`src/rtl/kogge_stone_adder.sv`:
```
// Kogge-Stone parallel-prefix adder with a registered result copy.
// Optional signed-overflow outputs ovf/ovf_q when KSA_OVF_EN is defined.
module kogge_stone_adder #(
    parameter int WIDTH = 16
) (
    input  logic             clk,
    input  logic             rst_n,
    input  logic [WIDTH-1:0] a,
    input  logic [WIDTH-1:0] b,
    input  logic             c_in,
    output logic [WIDTH-1:0] s,
    output logic             c_out,
`ifdef KSA_OVF_EN
    output logic             ovf,
    output logic             ovf_q,
`endif
    output logic [WIDTH-1:0] s_q,
    output logic             c_out_q
);

    localparam int LEVELS = $clog2(WIDTH);

    logic [WIDTH-1:0] g;
    logic [WIDTH-1:0] p;
    logic [WIDTH-1:0] g_f;
    logic [WIDTH-1:0] g_fin;
    logic [WIDTH-1:0] c;

    assign g = a & b;
    assign p = a ^ b;

    // carry-in folded into bit 0 so the tree needs no extra column
    assign g_f = {g[WIDTH-1:1], g[0] | (p[0] & c_in)};

    genvar k, i;
    generate
        for (k = 0; k < LEVELS; k++) begin : lvl
            localparam int D = 1 << k;
            logic [WIDTH-1:0] gi;
            logic [WIDTH-1:0] pi;
            logic [WIDTH-1:0] go;
            logic [WIDTH-1:0] po;
            if (k == 0) begin : src0
                assign gi = g_f;
                assign pi = p;
            end else begin : srcn
                assign gi = lvl[k-1].go;
                assign pi = lvl[k-1].po;
            end
            for (i = 0; i < WIDTH; i++) begin : node
                if (i >= D) begin : comb_n
                    assign go[i] = gi[i] | (pi[i] & gi[i-D]);
                    assign po[i] = pi[i] & pi[i-D];
                end else begin : pass_n
                    assign go[i] = gi[i];
                    assign po[i] = pi[i];
                end
            end
        end
    endgenerate

    assign g_fin = lvl[LEVELS-1].go;
    assign c     = {g_fin[WIDTH-2:0], c_in};
    assign s     = p ^ c;
    assign c_out = g_fin[WIDTH-1];

`ifdef KSA_OVF_EN
    assign ovf = c[WIDTH-1] ^ c_out;

    // registered overflow flag, cleared by reset
    always_ff @(posedge clk or negedge rst_n) begin
        if (!rst_n) ovf_q <= 1'b0;
        else        ovf_q <= ovf;
    end
`endif

    // registered copy of the sum for clocked consumers
    always_ff @(posedge clk or negedge rst_n) begin
        if (!rst_n) begin
            s_q     <= '0;
            c_out_q <= 1'b0;
        end else begin
            s_q     <= s;
            c_out_q <= c_out;
        end
    end

endmodule

```
`config.mk`:
```
export PLATFORM = sky130hd
export DESIGN_NAME = kogge_stone_adder
export DESIGN_NICKNAME = d
export VERILOG_FILES = /design/src/rtl/kogge_stone_adder.sv
export SDC_FILE = /design/constraint.sdc
export NUM_CORES = 1
export LEC_CHECK = 0
export BUFFER_PORTS_ARGS = -buffer_cell sky130_fd_sc_hd__buf_4
export CAP_MARGIN = 20
export CORE_MARGIN = 2
export CORE_UTILIZATION = 35
export DETAILED_ROUTE_END_ITERATION = 10
export PLACE_DENSITY = 0.66
export SYNTH_ARGS = -nofsm -noshare
export SYNTH_HDL_FRONTEND = slang
export SYNTH_SLANG_ARGS = --single-unit
```
`constraint.sdc`:
```
create_clock -name clk -period 6.5 [get_ports clk]
set_input_delay 1.95 -clock clk [delete_from_list [all_inputs] [get_ports clk]]
set_output_delay 1.95 -clock clk [all_outputs]
set_load 0.01 [all_outputs]
```
After elaboration in Yosys (flattened, before gate mapping). Cells that the tools add are included.

Flip-flop bits (word level): 17. Input port bits: 35. Output and inout port bits: 34. Logic and storage cells: 139.

Bitwise operators: 137.

Operators with widths (count): $and 1x1->1 (84); $or 1x1->1 (50); $xor 16x16->16 (2); $and 16x16->16 (1).

Logic depth before layout (Yosys ltp).
Word-level depth: 11. Depth in mapped cells: 8. Gate-level depth less buffers: 8.

Worst setup path after synthesis. Ideal clock, no wire load.

Path type: input-to-output. Start point: input a[0]. End point: output c_out. Arrival time: 3.558 ns. Slack: 0.992 ns. Cell stages on the path: 8. Path buffers: 0. Cells stage by stage: fa_1 -> inv_1 -> fa_1 -> nor2b_2 -> o211ai_2 -> a31oi_1 -> a21oi_1 -> o21ai_0.

Cells in the longest elaborated chain, start to end: 11.

Ends and longest elaborated chain: start, declared (RTL line 8) `input logic [WIDTH-1:0] a,`; $xor 16x16->16 (RTL line 30) `assign p = a ^ b;`; $and 1x1->1 (RTL line 33) `assign g_f = {g[WIDTH-1:1], g[0] | (p[0] & c_in)};`; $or 1x1->1 * (RTL line 33); $and 1x1->1 * (RTL line 52) `assign go[i] = gi[i] | (pi[i] & gi[i-D]);`; $or 1x1->1 * (RTL line 52); $and 1x1->1 * (RTL line 52); $or 1x1->1 * (RTL line 52); $and 1x1->1 * (RTL line 52); $or 1x1->1 * (RTL line 52); $and 1x1->1 * (RTL line 52); $or 1x1->1 * (RTL line 52); end, declared (RTL line 12) `output logic c_out,`.

Mark *: on every way between the ends. The rest lies on a longest branch, timed or not.

Worst setup path after layout. Same ends and word-level chain as after synthesis.

==> metrics.md <==
| Metric | Value |
|---|---|
| Status | `finished clean` |
| Max_slew headroom | `73.2%` |
| Grt ovf | `0` |
| Syn_area_per_cell | `between 9 and 10 sq um` |
| CP Cell Sequence | `buf_4, fa_1, inv_1, fa_1, nor2b_2, o211ai_2, a31oi_1, a21oi_1, o21ai_0, buf_4` |
| Via Count | `approximately 1200` |
| Post-synth top area cell | `dfrtp_1` |
| Root buffer cell | `clkbuf_4` |
| Seq cells post-synth | `17` |
| Synth-to-Final Area Change | `48.4%` |
| TritonCTS clock tree | `built` |
| CP Data Required Time | `approximately 4.6 ns` |
| Crit-path max FO | `3` |
| Crit. path cell count | `10` |
| Die width | `between 60 and 70 microns` |
| CTS Buf Count | `3` |
| Fin crit period | `roughly 5.9 ns` |
| RD Place Congestion | `approximately 0.82` |
| Syn. warnings | `0` |
| Fin Setup TNS | `0 ns` |
| Slew @ Worst Pin | `0.401 ns` |
| Vias/cell | `slightly below 5` |
| WL/cell | `around 13 microns` |
| Layout cells sized above 1 | `between 40% and 50%` |
| Crit-path slowest cell | `fa_1` |
| Register area share after synthesis | `roughly a third` |
| Post-synth EDFFs | `0` |
| Total die area | `3930 sq um` |
| Total GRT Usage | `around 16%` |
| Worst-path clk slew | `0.09 ns` |
| Initial Util | `between 30% and 40%` |
| End point of the critical path | `c_out` |
| Synthesized instance count | `around 120` |
| Switching Share | `about a third` |
| Initial antenna violation count | `0` |
| DRT Pass-1 Iters | `4` |
| Syn nets | `175` |
| Setup crit start kind | `input pin` |
| Number of max-cap violations | `0` |
| Comb pwr share | `approximately half` |
| Fin. max-slew vios | `0` |
| Clk sinks | `17` |
| Final wirelength | `roughly 3.0 mm` |
| Post-synth cell types | `30` |
| Core area | `3310 sq um` |
| Dpl hpwl | `2.61 mm` |
| Routed Antenna Nets | `0` |
| Dpl ws | `approximately 0.64 ns` |
| Final Hold Vio Count | `0` |
| Pin count of the biggest net entering global routing | `18` |
| Num rows | `21` |
| P_int | `between 0.2 and 0.3 mW` |
| Ys flop type | `dfrtp_1` |
| # IOs | `about 70` |
| Hold Path Class | `input pin to asynchronous set/reset pin` |
| Clock Power Share | `between 10% and 20%` |
| PortBufs | `68` |
| CP Buf/Inv Count | `3` |
| Biggest cell delay along the critical path | `~0.41 ns` |
| CTS resizes | `0` |
| CP top delay family | `compound AO/OA/AOI/OAI gates` |
| Post-CTS Setup Repair Bufs | `0` |
| Fmax | `0.171 GHz` |
| RSZ-0062 raised after global routing | `false` |
| Top-count cell post-synth | `dfrtp_1` |
| Residual DRC | `0` |
| Final worst slack | `0.640 ns` |
| Power per cell area | `between 200 and 250 nW/um^2` |
| Max VDD drop | `between 0.05 and 0.06 mV` |
| P_sw | `about 0.13 mW` |
| Power share of the sequential group | `between 30% and 40%` |
| Final net count | `roughly 250` |
| CTS Hold Bufs | `0` |
| CP endpoint kind | `output port` |
| Leakage power figure | `a little under 0.9 nW` |
| H-tree level count | `1` |
| 1st-iter DRT viols | `between 40 and 50` |
| Final cycle utilization of the critical path | `around nine tenths` |
| Synth top cells by count | `dfrtp_1, ha_1, a21oi_1, nand2_1, xnor2_1` |
| # diodes | `0` |
| Synth async-reset ratio | `100%` |
| Clock Path Buffers | `2` |
| Final setup vio count | `0` |
| Global-route wire length before repair | `~5.1 mm` |
| Synth Cell Area | `1200 sq um` |
| CP Class | `input pin to output port` |
| CP arrival | `3.91 ns` |
| DIE HEIGHT | `approximately 63 microns` |
| Yosys top cell area share | `35.3%` |
| CP Launch Point | `a[0]` |
| Vias in the first global route | `around 1100` |
| Synth area leaders | `dfrtp_1, ha_1, xnor2_1, a21oi_1, fa_1` |
## sequential cells by signal (all words and copies together), names as in the netlist
register,flops
c_out_q,1
s_q,16
## worst min-delay path by stage
stage               slack [ns]      end   from  cells after the start
global placement          1.81   s_q[0]  rst_n                      1
finish                    1.51   s_q[0]  rst_n                      1
CTS                       1.51  s_q[10]  rst_n                      1
floorplan                 1.65  c_out_q  rst_n                      0
detailed placement        1.82   s_q[0]  rst_n                      1
global route              1.51   s_q[3]  rst_n                      1
## per-stage QoR
stage	util, %	hold slack [ns]	cell area (sq um)	cells	total power, mW
finish	54.0	1.51	1790	238	0.385
global route	54.0	1.51	1790	238	0.411
CTS	54.0	1.51	1790	238	0.389
detailed placement	53.2	1.82	1760	234	0.336
global placement	53.2	1.81	1760	234	0.332
floorplan	-	1.65	1200	123	0.232
## layout make-up
type / count / area (sq um)
Clock buffer: 4 / 26.3
Multi-Input combinational cell: 96 / 742
Fill cell: 322 / 1520
Tap cell: 46 / 57.6
Inverter: 7 / 26.3
Sequential cell: 17 / 425
Timing Repair Buffer: 68 / 510
## routing by layer
layer	up-vias	wire [microns]	track usage [%]
met5	-	0	0
met4	0	23	5.83
met3	2	141	1.80
met2	36	1520	27.6
met1	551	1330	20.1
li1	583	-	-
## cells by family after synthesis
logic type      count (synthesis)  share of synthesized area, %
compound gates                 42                          24.4
fa+ha+maj                      17                          18.9
xor+xnor                       13                          9.45
buf+inv                        10                          3.12
simple gates                   24                          8.83
flops                          17                          35.3
## power groups by stage
stage	clock (mW)	sequential (mW)	combinational, mW
6_report	0.0529	0.133	0.199
5_1_grt	0.0593	0.135	0.217
4_1_cts	0.0555	0.133	0.201
3_5_place_dp	0	0.135	0.200
3_3_place_gp	0	0.135	0.197
2_1_floorplan	0	0.147	0.0847
## placed cells by master (no fill, tap or decap), types with 3 or more instances in the layout
master / count
o21ai_0: 5
o21a_1: 3
inv_1: 7
xnor2_1: 9
xor2_1: 4
a31oi_1: 4
a21oi_1: 12
o21bai_1: 3
ha_1: 15
clkbuf_4: 3
dfrtp_1: 17
nor2_1: 8
nand2_1: 9
buf_4: 68
a21o_1: 3
(Power assumes the default switching activity.)
